==> src/rtl/median_pixel_feeder.sv <==
// rtl/median_pixel_feeder.sv - buffered pixel source and median result collector for median_filter
module median_pixel_feeder #(
    parameter int DATA_WIDTH = 8,
    parameter int DEPTH      = 16,
    parameter int ADDR_WIDTH = 4,
    parameter int TIMEOUT    = 255
) (
    input  logic                  clk,
    input  logic                  rst,
    input  logic                  load_en,
    input  logic [DATA_WIDTH-1:0] load_data,
    input  logic                  start,
    output logic [DATA_WIDTH-1:0] new_pixel,
    input  logic                  ready,
    input  logic [DATA_WIDTH-1:0] median_in,
    output logic                  result_valid,
    output logic [DATA_WIDTH-1:0] result_data,
    output logic                  busy,
    output logic                  done,
    output logic                  timeout_err,
    output logic                  full
);
    localparam int TW = $clog2(TIMEOUT + 1);
    localparam logic [ADDR_WIDTH:0] FULL_COUNT = (ADDR_WIDTH + 1)'(DEPTH);
    localparam logic [TW-1:0]       TMO_LIMIT  = TW'(TIMEOUT);

    typedef enum logic [2:0] {
        S_IDLE,
        S_PRESENT,
        S_WAIT,
        S_CAPTURE,
        S_FINISH
    } state_t;

    state_t                state_q, state_d;
    logic [DATA_WIDTH-1:0] mem_q [DEPTH];
    logic [ADDR_WIDTH-1:0] wr_ptr_q, wr_ptr_d;
    logic [ADDR_WIDTH-1:0] rd_ptr_q, rd_ptr_d;
    logic [ADDR_WIDTH:0]   count_q, count_d;
    logic [TW-1:0]         tmo_q, tmo_d;
    logic [TW-1:0]         tmo_inc;
    logic                  ready_q;
    logic                  ready_rise;
    logic [DATA_WIDTH-1:0] new_pixel_q, new_pixel_d;
    logic [DATA_WIDTH-1:0] result_data_q, result_data_d;
    logic                  result_valid_q, result_valid_d;
    logic                  busy_q, busy_d;
    logic                  done_q, done_d;
    logic                  timeout_err_q, timeout_err_d;
    logic                  wr_en;
    logic [ADDR_WIDTH:0]   rd_next;

    // Loads are only taken while idle and not full; wraps modulo DEPTH.
    assign wr_en      = (state_q == S_IDLE) && load_en && (count_q != FULL_COUNT);
    assign ready_rise = ready & ~ready_q;
    assign tmo_inc    = tmo_q + TW'(1);
    // Read pointer extended by one bit so a full buffer (count == DEPTH) terminates.
    assign rd_next    = {1'b0, rd_ptr_q} + (ADDR_WIDTH + 1)'(1);

    // Next-state and output computation for the streaming FSM.
    always_comb begin
        state_d        = state_q;
        wr_ptr_d       = wr_ptr_q;
        rd_ptr_d       = rd_ptr_q;
        count_d        = count_q;
        tmo_d          = tmo_q;
        new_pixel_d    = new_pixel_q;
        result_data_d  = result_data_q;
        result_valid_d = 1'b0;
        busy_d         = busy_q;
        done_d         = 1'b0;
        timeout_err_d  = timeout_err_q;
        if (wr_en) begin
            wr_ptr_d = wr_ptr_q + ADDR_WIDTH'(1);
            count_d  = count_q + (ADDR_WIDTH + 1)'(1);
        end
        case (state_q)
            S_IDLE: begin
                // count_d already includes a load issued together with start.
                if (start) begin
                    if (count_d != '0) begin
                        state_d       = S_PRESENT;
                        rd_ptr_d      = '0;
                        tmo_d         = '0;
                        timeout_err_d = 1'b0;
                        busy_d        = 1'b1;
                    end else begin
                        done_d = 1'b1;
                    end
                end
            end
            S_PRESENT: begin
                new_pixel_d = mem_q[rd_ptr_q];
                state_d     = S_WAIT;
            end
            S_WAIT: begin
                if (ready_rise) begin
                    state_d = S_CAPTURE;
                end else begin
                    tmo_d = tmo_inc;
                    if (tmo_inc == TMO_LIMIT) begin
                        // Abort: the buffer is treated as emptied so the next load starts at slot 0.
                        timeout_err_d = 1'b1;
                        busy_d        = 1'b0;
                        count_d       = '0;
                        wr_ptr_d      = '0;
                        state_d       = S_IDLE;
                    end
                end
            end
            S_CAPTURE: begin
                result_data_d  = median_in;
                result_valid_d = 1'b1;
                rd_ptr_d       = rd_next[ADDR_WIDTH-1:0];
                tmo_d          = '0;
                state_d        = (rd_next == count_q) ? S_FINISH : S_PRESENT;
            end
            S_FINISH: begin
                done_d   = 1'b1;
                busy_d   = 1'b0;
                count_d  = '0;
                wr_ptr_d = '0;
                state_d  = S_IDLE;
            end
            default: state_d = S_IDLE;
        endcase
    end

    // Pixel storage; contents are don't-care once count is cleared, so no reset.
    always_ff @(posedge clk) begin
        if (wr_en) begin
            mem_q[wr_ptr_q] <= load_data;
        end
    end

    // State, pointers and registered outputs.
    always_ff @(posedge clk or posedge rst) begin
        if (rst) begin
            state_q        <= S_IDLE;
            wr_ptr_q       <= '0;
            rd_ptr_q       <= '0;
            count_q        <= '0;
            tmo_q          <= '0;
            ready_q        <= 1'b0;
            new_pixel_q    <= '0;
            result_data_q  <= '0;
            result_valid_q <= 1'b0;
            busy_q         <= 1'b0;
            done_q         <= 1'b0;
            timeout_err_q  <= 1'b0;
        end else begin
            state_q        <= state_d;
            wr_ptr_q       <= wr_ptr_d;
            rd_ptr_q       <= rd_ptr_d;
            count_q        <= count_d;
            tmo_q          <= tmo_d;
            ready_q        <= ready;
            new_pixel_q    <= new_pixel_d;
            result_data_q  <= result_data_d;
            result_valid_q <= result_valid_d;
            busy_q         <= busy_d;
            done_q         <= done_d;
            timeout_err_q  <= timeout_err_d;
        end
    end

    assign new_pixel    = new_pixel_q;
    assign result_data  = result_data_q;
    assign result_valid = result_valid_q;
    assign busy         = busy_q;
    assign done         = done_q;
    assign timeout_err  = timeout_err_q;
    assign full         = (count_q == FULL_COUNT);

endmodule

==> config.mk <==
export PLATFORM = sky130hd
export DESIGN_NAME = median_pixel_feeder
export DESIGN_NICKNAME = d
export VERILOG_FILES = /design/src/rtl/median_pixel_feeder.sv
export SDC_FILE = /design/constraint.sdc
export NUM_CORES = 1
export LEC_CHECK = 0
export ABC_AREA = 1
export BUFFER_PORTS_ARGS = -buffer_cell sky130_fd_sc_hd__buf_4
export CORE_MARGIN = 1.5
export CORE_UTILIZATION = 55
export DETAILED_ROUTE_END_ITERATION = 16
export PLACE_DENSITY = 0.73
export SYNTH_ARGS = -nofsm -noshare
export SYNTH_HDL_FRONTEND = slang
export SYNTH_SLANG_ARGS = --single-unit
==> constraint.sdc <==
create_clock -name clk -period 6 [get_ports clk]
set_clock_uncertainty 0.05 [all_clocks]
set_input_delay 0.9 -clock clk [delete_from_list [all_inputs] [get_ports clk]]
set_output_delay 0.9 -clock clk [all_outputs]
set_load 0.01 [all_outputs]
==> results of run 1 <==
routing by layer:
metal,track usage [%],part of all wire [%]
met1,36.27,42
met2,38.11,47
met3,4.658,8.5
met4,11.01,2.3
met5,0,0
metrics by stage:
step / utilization (%) / setup slack (ns) / instances
6_report: 63.98 / 2.855 / 940
5_1_grt: 63.98 / 2.564 / 940
4_1_cts: 63.98 / 2.916 / 940
3_5_place_dp: 59.85 / 2.923 / 908
3_3_place_gp: 59.85 / 3.072 / 908
2_1_floorplan: - / 3.899 / 716
worst max-delay path: stages, from the launching register on:
cell	delay, ns
dfrtp_2	0.34
buf_4	0.53
clkinv_1	0.74
buf_4	0.48
nor2_1	0.15
nor2_1	0.08
a21oi_1	0.13
a21oi_1	0.08
o21ai_0	0.10
nand2_1	0.09
inv_1	0.11
o21ai_1	0.07
cell usage in the layout, fill, tap and decap left out, types with 3 or more instances in the layout:
cell type,synthesis,routed
o221ai_1,16,16
inv_6,0,8
nand2_1,140,140
inv_1,51,50
o21bai_1,3,3
inv_8,0,3
clkinv_1,4,6
o21ai_1,8,8
nand3_1,34,34
buf_4,1,45
dfrtp_1,45,44
ha_1,9,9
inv_2,4,5
nand4_1,17,17
nor2_1,109,109
o21ai_0,74,74
o22ai_1,12,12
nand3_2,3,3
a21oi_1,13,13
edfxtp_1,128,128
clkbuf_16,0,17
logic make-up after synthesis:
family                   synth area share (%)
AND/OR/NAND/NOR                         17.48
flip-flops                              66.08
AO/OA/AOI/OAI                           10.01
buffers and inverters                   4.575
adder cells (fa/ha/maj)                 1.497
XOR/XNOR                               0.3494
how the worst max path moves through the flow:
| stage | depth (start not counted) | slack, ns | start | to |
|---|---|---|---|---|
| after floorplan | 4 | 3.90 | load_en | mem_q[15][0] |
| after global placement | 9 | 3.07 | rd_ptr_q[0] | new_pixel[2] |
| after detailed placement | 11 | 2.92 | rd_ptr_q[0] | new_pixel[5] |
| after CTS | 11 | 2.92 | rd_ptr_q[0] | new_pixel[5] |
| after global routing | 11 | 2.56 | rd_ptr_q[0] | new_pixel[5] |
| final | 11 | 2.85 | rd_ptr_q[0] | new_pixel[5] |
state kept, by name, summed over array words and instances (netlist names):
signal / flops
result_data: 8
wr_ptr_q: 4
ready_q: 1
count_q: 5
new_pixel: 8
tmo_q: 8
state_q: 3
done: 1
timeout_err: 1
result_valid: 1
rd_ptr_q: 4
busy: 1
mem_q: 128
area by class of cell:
class | instances | share of cell area [%]
timing repair buffer | 45 | 3.971
clock buffer | 17 | 5.001
inverter | 59 | 2.603
sequential | 173 | 58.44
multi-input combinational | 455 | 25.95
tap | 176 | 2.589
clock inverter | 15 | 1.456
synthesized netlist by cell type, types with 4 or more instances:
| cell type | instances | area (sq um) |
|---|---|---|
| a21oi_1 | 13 | 65.06 |
| clkbuf_1 | 24 | 90.09 |
| clkinv_1 | 4 | 15.01 |
| dfrtp_1 | 45 | 1126 |
| edfxtp_1 | 128 | 3844 |
| ha_1 | 9 | 112.6 |
| inv_1 | 51 | 191.4 |
| inv_2 | 4 | 15.01 |
| nand2_1 | 140 | 525.5 |
| nand3_1 | 34 | 170.2 |
| nand4_1 | 17 | 106.4 |
| nor2_1 | 109 | 409.1 |
| o21ai_0 | 74 | 370.4 |
| o21ai_1 | 8 | 40.04 |
| o221ai_1 | 16 | 140.1 |
| o22ai_1 | 12 | 75.07 |
power groups by stage:
stage          clock network, mW  logic (mW)  registers [mW]
2_1_floorplan                  0       0.825            1.57
3_3_place_gp                   0        1.17            1.58
3_5_place_dp                   0        1.20            1.59
4_1_cts                     1.04        1.21            1.57
5_1_grt                     1.09        1.37            1.59
6_report                    1.04        1.22            1.57
==> impl_metrics.ini, run 1 <==
[outcome]
outcome = complete, no violations

[yosys]
synth_ff_type = edfxtp_1
netlist_area_sq_mm = 0.007521
synthArstFlopShare_pct = 26.01
ys_types = 33
syn_nets = 746
synth_edf_count = 128
ys_warn_count = 0
ys_seq_elements = 173
synthCells = 716
yosysSeqAreaShare_pct = 66.08
avgSynthCellArea_sq_um = 10.50

[timing]
hold_viol_final = 0
fin_tns_setup_ns = 0
max_freq_mhz = 317.9
rsz0062_at_grt = no
tightest_slew_ns = 1.178
setup_violations = 0
final_max_slew_viol_count = 0
holdWs_ns = 0.4280
relSlewSlack_pct = 21.43
fin_crit_ns = 3.145
finalCritPeriodShare_pct = 52.42

[power_and_ir_drop]
p_int_mw = 2.392
swShare_pct = 37.56
combPwrFrac_pct = 31.9
pwr-share-clk_pct = 27.1
total_power_mw = 3.830
powerDensity_mw_per_mm2 = 450.3
switching_power_mw = 1.439
leakagePower_nw = 3.433
vdd_drop_max_mv = 0.1994
seqPwrFrac_pct = 41.0

[route]
wirelength_microns = 17010
viasPerCell = 5.790
drc = 0
drtIter0Drc = 524
ant_nets = 0
via_count = 5443
drt_pass1_iterations = 5
wl_per_cell_microns = 18.09

[clocking]
clkTransAtPathRegs_ns = 0.07
clk_path_buf_depth = 2
cts_setup_buffers = 0
cts_root_buf = clkbuf_16
cts.sinks = 173
cts_tree = yes
cts_buffers = 17
clk_latency_ns = 0.44
htreeDepth = 4
post_cts_resized = 0
ctsHoldBuffers = 0

[setup_path]
end_kind = flip-flop
start_kind = flip-flop
cp_max_fo = 73
regToRegEndpoint = new_pixel[5]
reg2reg_depth = 11
r2r_start = rd_ptr_q[0]
cp.arrival_ns = 3.39
critPathKind = flip-flop to flip-flop
cp.required_ns = 6.25
regToRegSetupSlack_ns = 2.85

[floorplan]
ios = 42
row_count = 42
dieArea_sq_mm = 0.01438
coreArea_sq_mm = 0.01330
die_h_microns = 119.9
initial_core_util_pct = 56.57
die_x_microns = 119.9

[placed_design]
placed_cell_area_sq_mm = 0.007958
hpwl_microns = 10810
gp_congestion = 0.8916
numPortBuffers = 41

[min_path]
hold_path_end = result_data[6]
min_from = result_data[6]
hold_class = flip-flop to flip-flop
hold_depth = 2

[global_route]
grt_usage_pct = 25.29
antenna_found_initial = 0
grt_pass1_vias = 5173
grt_overflow = 0
grt_pass1_wl_microns = 27280
grt_max_degree = 74

[flow_run]
drv_cap = 0

[layout]
antenna_cells = 0
drive_gt1_share_pct = 12.43
multi_input_area_sq_mm = 0.002207
nFillCells = 1029
seq_area_sq_mm = 0.004971
postLayoutCellArea_sq_mm = 0.008507
syn_to_final_growth_pct = 13.11
nets = 781
No activity file was read; power rests on OpenSTA's default activity.
==> run 2, diff against run 1 <==
--- a/config.mk
+++ b/config.mk
@@ -5,12 +5,12 @@
 export SDC_FILE = /design/constraint.sdc
 export NUM_CORES = 1
 export LEC_CHECK = 0
-export ABC_AREA = 1
+export ABC_AREA = 0
 export BUFFER_PORTS_ARGS = -buffer_cell sky130_fd_sc_hd__buf_4
 export CORE_MARGIN = 1.5
 export CORE_UTILIZATION = 55
 export DETAILED_ROUTE_END_ITERATION = 16
-export PLACE_DENSITY = 0.73
+export PLACE_DENSITY = 0.76
 export SYNTH_ARGS = -nofsm -noshare
 export SYNTH_HDL_FRONTEND = slang
 export SYNTH_SLANG_ARGS = --single-unit
==> constraint.sdc (replaced) <==
create_clock -name clk -period 2.64 [get_ports clk]
set_clock_uncertainty 0.05 [all_clocks]
set_input_delay 0.396 -clock clk [delete_from_list [all_inputs] [get_ports clk]]
set_output_delay 0.396 -clock clk [all_outputs]
set_load 0.01 [all_outputs]
==> impl_metrics.ini, run 2 <==
[floorplan]
initial_core_util_pct = 57.12
row_count = 41
coreArea_sq_mm = 0.01282
dieArea_sq_mm = 0.01402
die_h_microns = 118.4
die_x_microns = 118.4
ios = 42

[setup_path]
regToRegSetupSlack_ns = 0.25
start_kind = flip-flop
end_kind = flip-flop
critPathKind = flip-flop to flip-flop
r2r_start = count_q[0]
crit_start = count_q[0]
cp_max_fo = 9
endpoint = mem_q[4][2]
reg2reg_depth = 7
cp.arrival_ns = 2.47
cp.required_ns = 2.72
regToRegEndpoint = mem_q[4][2]

[yosys]
syn_nets = 484
ys_types = 50
ys_seq_elements = 173
synth_ff_type = edfxtp_1
yosysTopAreaCellShare_pct = 52.47
synth_edf_count = 128
yosys.area.top_type = edfxtp_1
synth.most_common_cell = edfxtp_1
netlist_area_sq_mm = 0.007326
synthArstFlopShare_pct = 26.01
synth_area_leaders = edfxtp_1 (52%), dfrtp_1 (15%), mux4_2 (12%)
synth_common_cells = edfxtp_1 (128), nand2_1 (48), dfrtp_1 (45)
ys_warn_count = 0
yosysSeqAreaShare_pct = 67.84
synthCells = 454
avgSynthCellArea_sq_um = 16.14

[clocking]
cts_root_buf = clkbuf_16
clk_path_buf_depth = 2
clk_latency_ns = 0.43
clkTransAtPathRegs_ns = 0.07
cts_tree = yes
cts.sinks = 173
cts_buffers = 17
htreeDepth = 4
post_cts_resized = 0

[timing]
hold_viol_final = 0
max_freq_mhz = 418.6
tightest_slew_ns = 0.5194
holdWs_ns = 0.03677
finalCritPeriodShare_pct = 90.48
setup_violations = 0
relSlewSlack_pct = 65.29
fin_crit_ns = 2.389
rsz0062_at_grt = no
final_max_slew_viol_count = 0
fin_tns_setup_ns = 0

[layout]
antenna_cells = 0
drive_gt1_share_pct = 29.76
syn_to_final_growth_pct = 17.35
top_register = mem_q
layout_commonest_cell = edfxtp_1
seq_area_sq_mm = 0.004971
nFillCells = 890
nets = 558
final_cell_mix = edfxtp_1 (128), buf_4 (73), nand2_1 (48), dfrtp_1 (44), mux4_2 (40)
multi_input_area_sq_mm = 0.002201
largest_reg_flops = 128

[placed_design]
numPortBuffers = 41
gp_congestion = 0.8856
hpwl_microns = 10360

[flow_run]
drv_cap = 0

[global_route]
grt_overflow = 0
grt_max_degree = 27
antenna_found_initial = 0
grt_pass1_wl_microns = 25540
grt_usage_pct = 25.17
grt_pass1_vias = 4463

[power_and_ir_drop]
leakagePower_nw = 3.152
vdd_drop_max_mv = 0.8301
powerDensity_mw_per_mm2 = 1020

[route]
via_count = 4343
ant_nets = 0
drtIter0Drc = 505
viasPerCell = 6.091
drc = 0
wirelength_microns = 16360
drt_pass1_iterations = 5
wl_per_cell_microns = 22.95

[min_path]
min_from = ready
hold_class = input pin to flip-flop

[outcome]
outcome = complete, no violations
-- run 2: cell types whose count changed after synthesis, moves of 15 or more --
| cell | previous run | this run |
|---|---|---|
| inv_1 | 51 | 11 |
| mux4_2 | 0 | 40 |
| nand2_1 | 140 | 48 |
| nand3_1 | 34 | 6 |
| nor2_1 | 109 | 27 |
| nor3_1 | 2 | 19 |
| o21ai_0 | 74 | 8 |
| o221ai_1 | 16 | 1 |
-- run 2: final cells by class --
type	instances	area share [%]
inverter	12	0.5239
clock buffer	18	4.992
sequential	173	57.82
timing repair buffer	76	6.957
tap	172	2.503
multi-input combinational	248	25.60
clock inverter	14	1.601
-- run 2: worst min path at each step --
stage                      to  slack [ns]  depth (start not counted)
2_1_floorplan         ready_q        0.38                          0
3_3_place_gp   result_data[7]        0.41                          2
3_5_place_dp   result_data[1]        0.42                          2
4_1_cts               ready_q        0.02                          1
5_1_grt               ready_q        0.03                          1
6_report              ready_q        0.04                          1
-- run 2: metal layers --
| layer | GRT usage (%) | up-vias | wire length (microns) |
|---|---|---|---|
| li1 | - | 1889 | - |
| met1 | 32.68 | 2253 | 6355 |
| met2 | 40.08 | 170 | 8299 |
| met3 | 6.998 | 31 | 1202 |
| met4 | 11.14 | 0 | 504 |
| met5 | 0 | - | 0 |
-- run 2: what timing repair did --
item	in CTS	in global routing
hold buffers	1	0
buffers inserted	0	1
endpoints found under the hold margin	21	0
endpoints found under the setup margin	0	1
-- run 2: kinds of logic after synthesis --
family	Yosys count	share of synthesized area, %
DFF	173	67.84
xor gates and xnor gates	13	1.742
adders and majority gates	9	1.537
and+or+nand+nor	131	8.625
muxes	53	14.21
AOI/OAI and AO/OA	42	3.928
buffers and inverters	33	2.118
-- run 2: through the flow --
stage | cells | power, mW | instance area [sq um] | util [%] | setup WS, ns
after floorplan | 454 | 5.471 | 7326 | - | 0.03019
after global placement | 679 | 6.264 | 8013 | 62.48 | 0.3160
after detailed placement | 679 | 6.369 | 8013 | 62.48 | 0.2074
after CTS | 712 | 8.803 | 8589 | 66.98 | 0.1505
after global routing | 713 | 9.220 | 8597 | 67.03 | 0.1216
final | 713 | 8.771 | 8597 | 67.03 | 0.2512
-- run 2: where the power goes --
group	total [mW]	leakage [nW]	switching, mW	internal [mW]
sequential	3.73	1.72	0.421	3.31
clock	2.40	0.269	1.08	1.32
combinational	2.65	1.16	1.31	1.34
-- run 2: critical path: stages (launching register included) --
cell      delay, ns
dfrtp_1        0.51
inv_1          0.09
ha_1           0.23
and4bb_2       0.27
nor2b_1        0.27
nand2_1        0.20
nor2_1         0.25
buf_4          0.23
==> run 3, diff against run 2 <==
--- a/config.mk
+++ b/config.mk
@@ -10,7 +10,7 @@
 export CORE_MARGIN = 1.5
 export CORE_UTILIZATION = 55
 export DETAILED_ROUTE_END_ITERATION = 16
-export PLACE_DENSITY = 0.76
+export PLACE_DENSITY = 0.75
 export SYNTH_ARGS = -nofsm -noshare
 export SYNTH_HDL_FRONTEND = slang
 export SYNTH_SLANG_ARGS = --single-unit
==> constraint.sdc (replaced) <==
create_clock -name clk -period 2.64 [get_ports clk]
set_clock_uncertainty 0.05 [all_clocks]
set_input_delay 0.264 -clock clk [delete_from_list [all_inputs] [get_ports clk]]
set_output_delay 0.264 -clock clk [all_outputs]
set_load 0.01 [all_outputs]
==> impl_metrics.ini, run 3 (synthesis gave the netlist of run 2 again) <==
[outcome]
outcome = complete, no violations

[clocking]
cts.sinks = 173
clkTransAtPathRegs_ns = 0.07
htreeDepth = 4
clk_path_buf_depth = 2
clk_latency_ns = 0.43
cts_buffers = 17
cts_tree = yes
cts_setup_buffers = 0
post_cts_resized = 0
cts_root_buf = clkbuf_16

[route]
ant_nets = 0
drtIter0Drc = 560
viasPerCell = 5.946
drt_pass1_iterations = 5
wl_per_cell_microns = 20.36
wirelength_microns = 14700
via_count = 4293
drc = 0

[power_and_ir_drop]
seqPwrFrac_pct = 42.5
vdd_drop_max_mv = 1.034
switching_power_mw = 2.737
leakagePower_nw = 3.205
swShare_pct = 31.44
powerDensity_mw_per_mm2 = 1001
combPwrFrac_pct = 29.7
pwr-share-clk_pct = 27.7
p_int_mw = 5.969

[setup_path]
cp.required_ns = 2.72
crit_buf_inv = 2
slowest_stage = dfrtp_1
critPathTopFamily = simple AND/OR/NAND/NOR gates
critPathMaxStageDelay_ns = 0.49
regToRegEndpoint = mem_q[7][5]
end_kind = flip-flop
cp_max_fo = 8
start_kind = flip-flop
reg2reg_depth = 7
regToRegSetupSlack_ns = 0.19
cp_cell_sequence = inv_1 -> ha_1 -> and4bb_2 -> nor2b_1 -> nand2_1 -> nor2_1 -> buf_4
critPathKind = flip-flop to flip-flop
cp.arrival_ns = 2.54
crit_start = count_q[1]
r2r_start = count_q[1]

[layout]
drive_gt1_share_pct = 29.64
antenna_cells = 0
nets = 567
largest_reg_flops = 128
final_cell_mix = edfxtp_1 (128), buf_4 (73), nand2_1 (48), dfrtp_1 (44), mux4_2 (40)
top_register = mem_q
syn_to_final_growth_pct = 18.74
nFillCells = 828
postLayoutCellArea_sq_mm = 0.008698
layout_commonest_cell = edfxtp_1
final_cells = 722

[timing]
setup_violations = 0
hold_viol_final = 0
finalCritPeriodShare_pct = 92.98
relSlewSlack_pct = 57.47
fin_tns_setup_ns = 0
max_freq_mhz = 407.4
fin_crit_ns = 2.455
rsz0062_at_grt = no
setup_ws_ns = 0.1854
holdWs_ns = 0.09083
tightest_slew_ns = 0.6371
final_max_slew_viol_count = 0

[floorplan]
initial_core_util_pct = 57.12
row_count = 41
die_x_microns = 118.4
ios = 42
coreArea_sq_mm = 0.01282
dieArea_sq_mm = 0.01402
die_h_microns = 118.4

[placed_design]
placed_cell_area_sq_mm = 0.008020
hpwl_microns = 10070
numPortBuffers = 41
placedCellCount = 680
post-place-ws_ns = 0.2099
gp_congestion = 0.9072

[global_route]
grt_pass1_vias = 4332
grt_overflow = 0
grt_pass1_wl_microns = 23900
antenna_found_initial = 0
grt_usage_pct = 22.73
grt_max_degree = 35

[min_path]
hold_path_end = mem_q[14][3]
hold_depth = 1
min_from = load_data[3]
hold_class = input pin to flip-flop

[flow_run]
drv_cap = 0
## run 3: worst max-delay path by stage
stage / depth (start not counted) / end / slack (ns)
floorplan: 8 / mem_q[3][0] / 0.03
CTS: 7 / mem_q[7][5] / 0.18
global placement: 7 / mem_q[7][5] / 0.22
detailed placement: 7 / mem_q[7][2] / 0.21
finish: 7 / mem_q[7][5] / 0.19
global route: 7 / mem_q[7][2] / 0.1
## run 3: routing by layer
layer  track usage (%)  vias up  routed length [microns]
met2             35.90      156                     7356
met5                 0        -                        0
li1                  -     1917                        -
met3             6.033       18                      881
met1             31.70     2202                     6278
met4             6.250        0                      187
## run 3: per-stage QoR
stage / utilization (%) / total power, mW
2_1_floorplan: - / 5.471
3_3_place_gp: 62.54 / 6.229
3_5_place_dp: 62.54 / 6.327
4_1_cts: 67.82 / 8.739
5_1_grt: 67.82 / 9.138
6_report: 67.82 / 8.706
## run 3: power by group through the flow
| stage | Sequential, mW | Combinational, mW | Clock [mW] |
|---|---|---|---|
| after floorplan | 3.62 | 1.85 | 0 |
| after global placement | 3.73 | 2.50 | 0 |
| after detailed placement | 3.75 | 2.58 | 0 |
| after CTS | 3.70 | 2.60 | 2.45 |
| after global routing | 3.75 | 2.82 | 2.56 |
| final | 3.70 | 2.59 | 2.41 |
## run 3: area by class of cell
cell class / instances / area, sq um / share of cell area [%]
Clock buffer: 17 / 425.4 / 4.891
Clock inverter: 15 / 152.6 / 1.755
Inverter: 12 / 45.04 / 0.5178
Multi-Input combinational cell: 248 / 2201 / 25.30
Sequential cell: 173 / 4971 / 57.15
Tap cell: 172 / 215.2 / 2.474
Timing Repair Buffer: 85 / 688.2 / 7.911
## run 3: repair_timing
item,CTS,global route
endpoints found under the hold margin,39,0
hold buffers,10,0
setup endpoints to repair,0,0
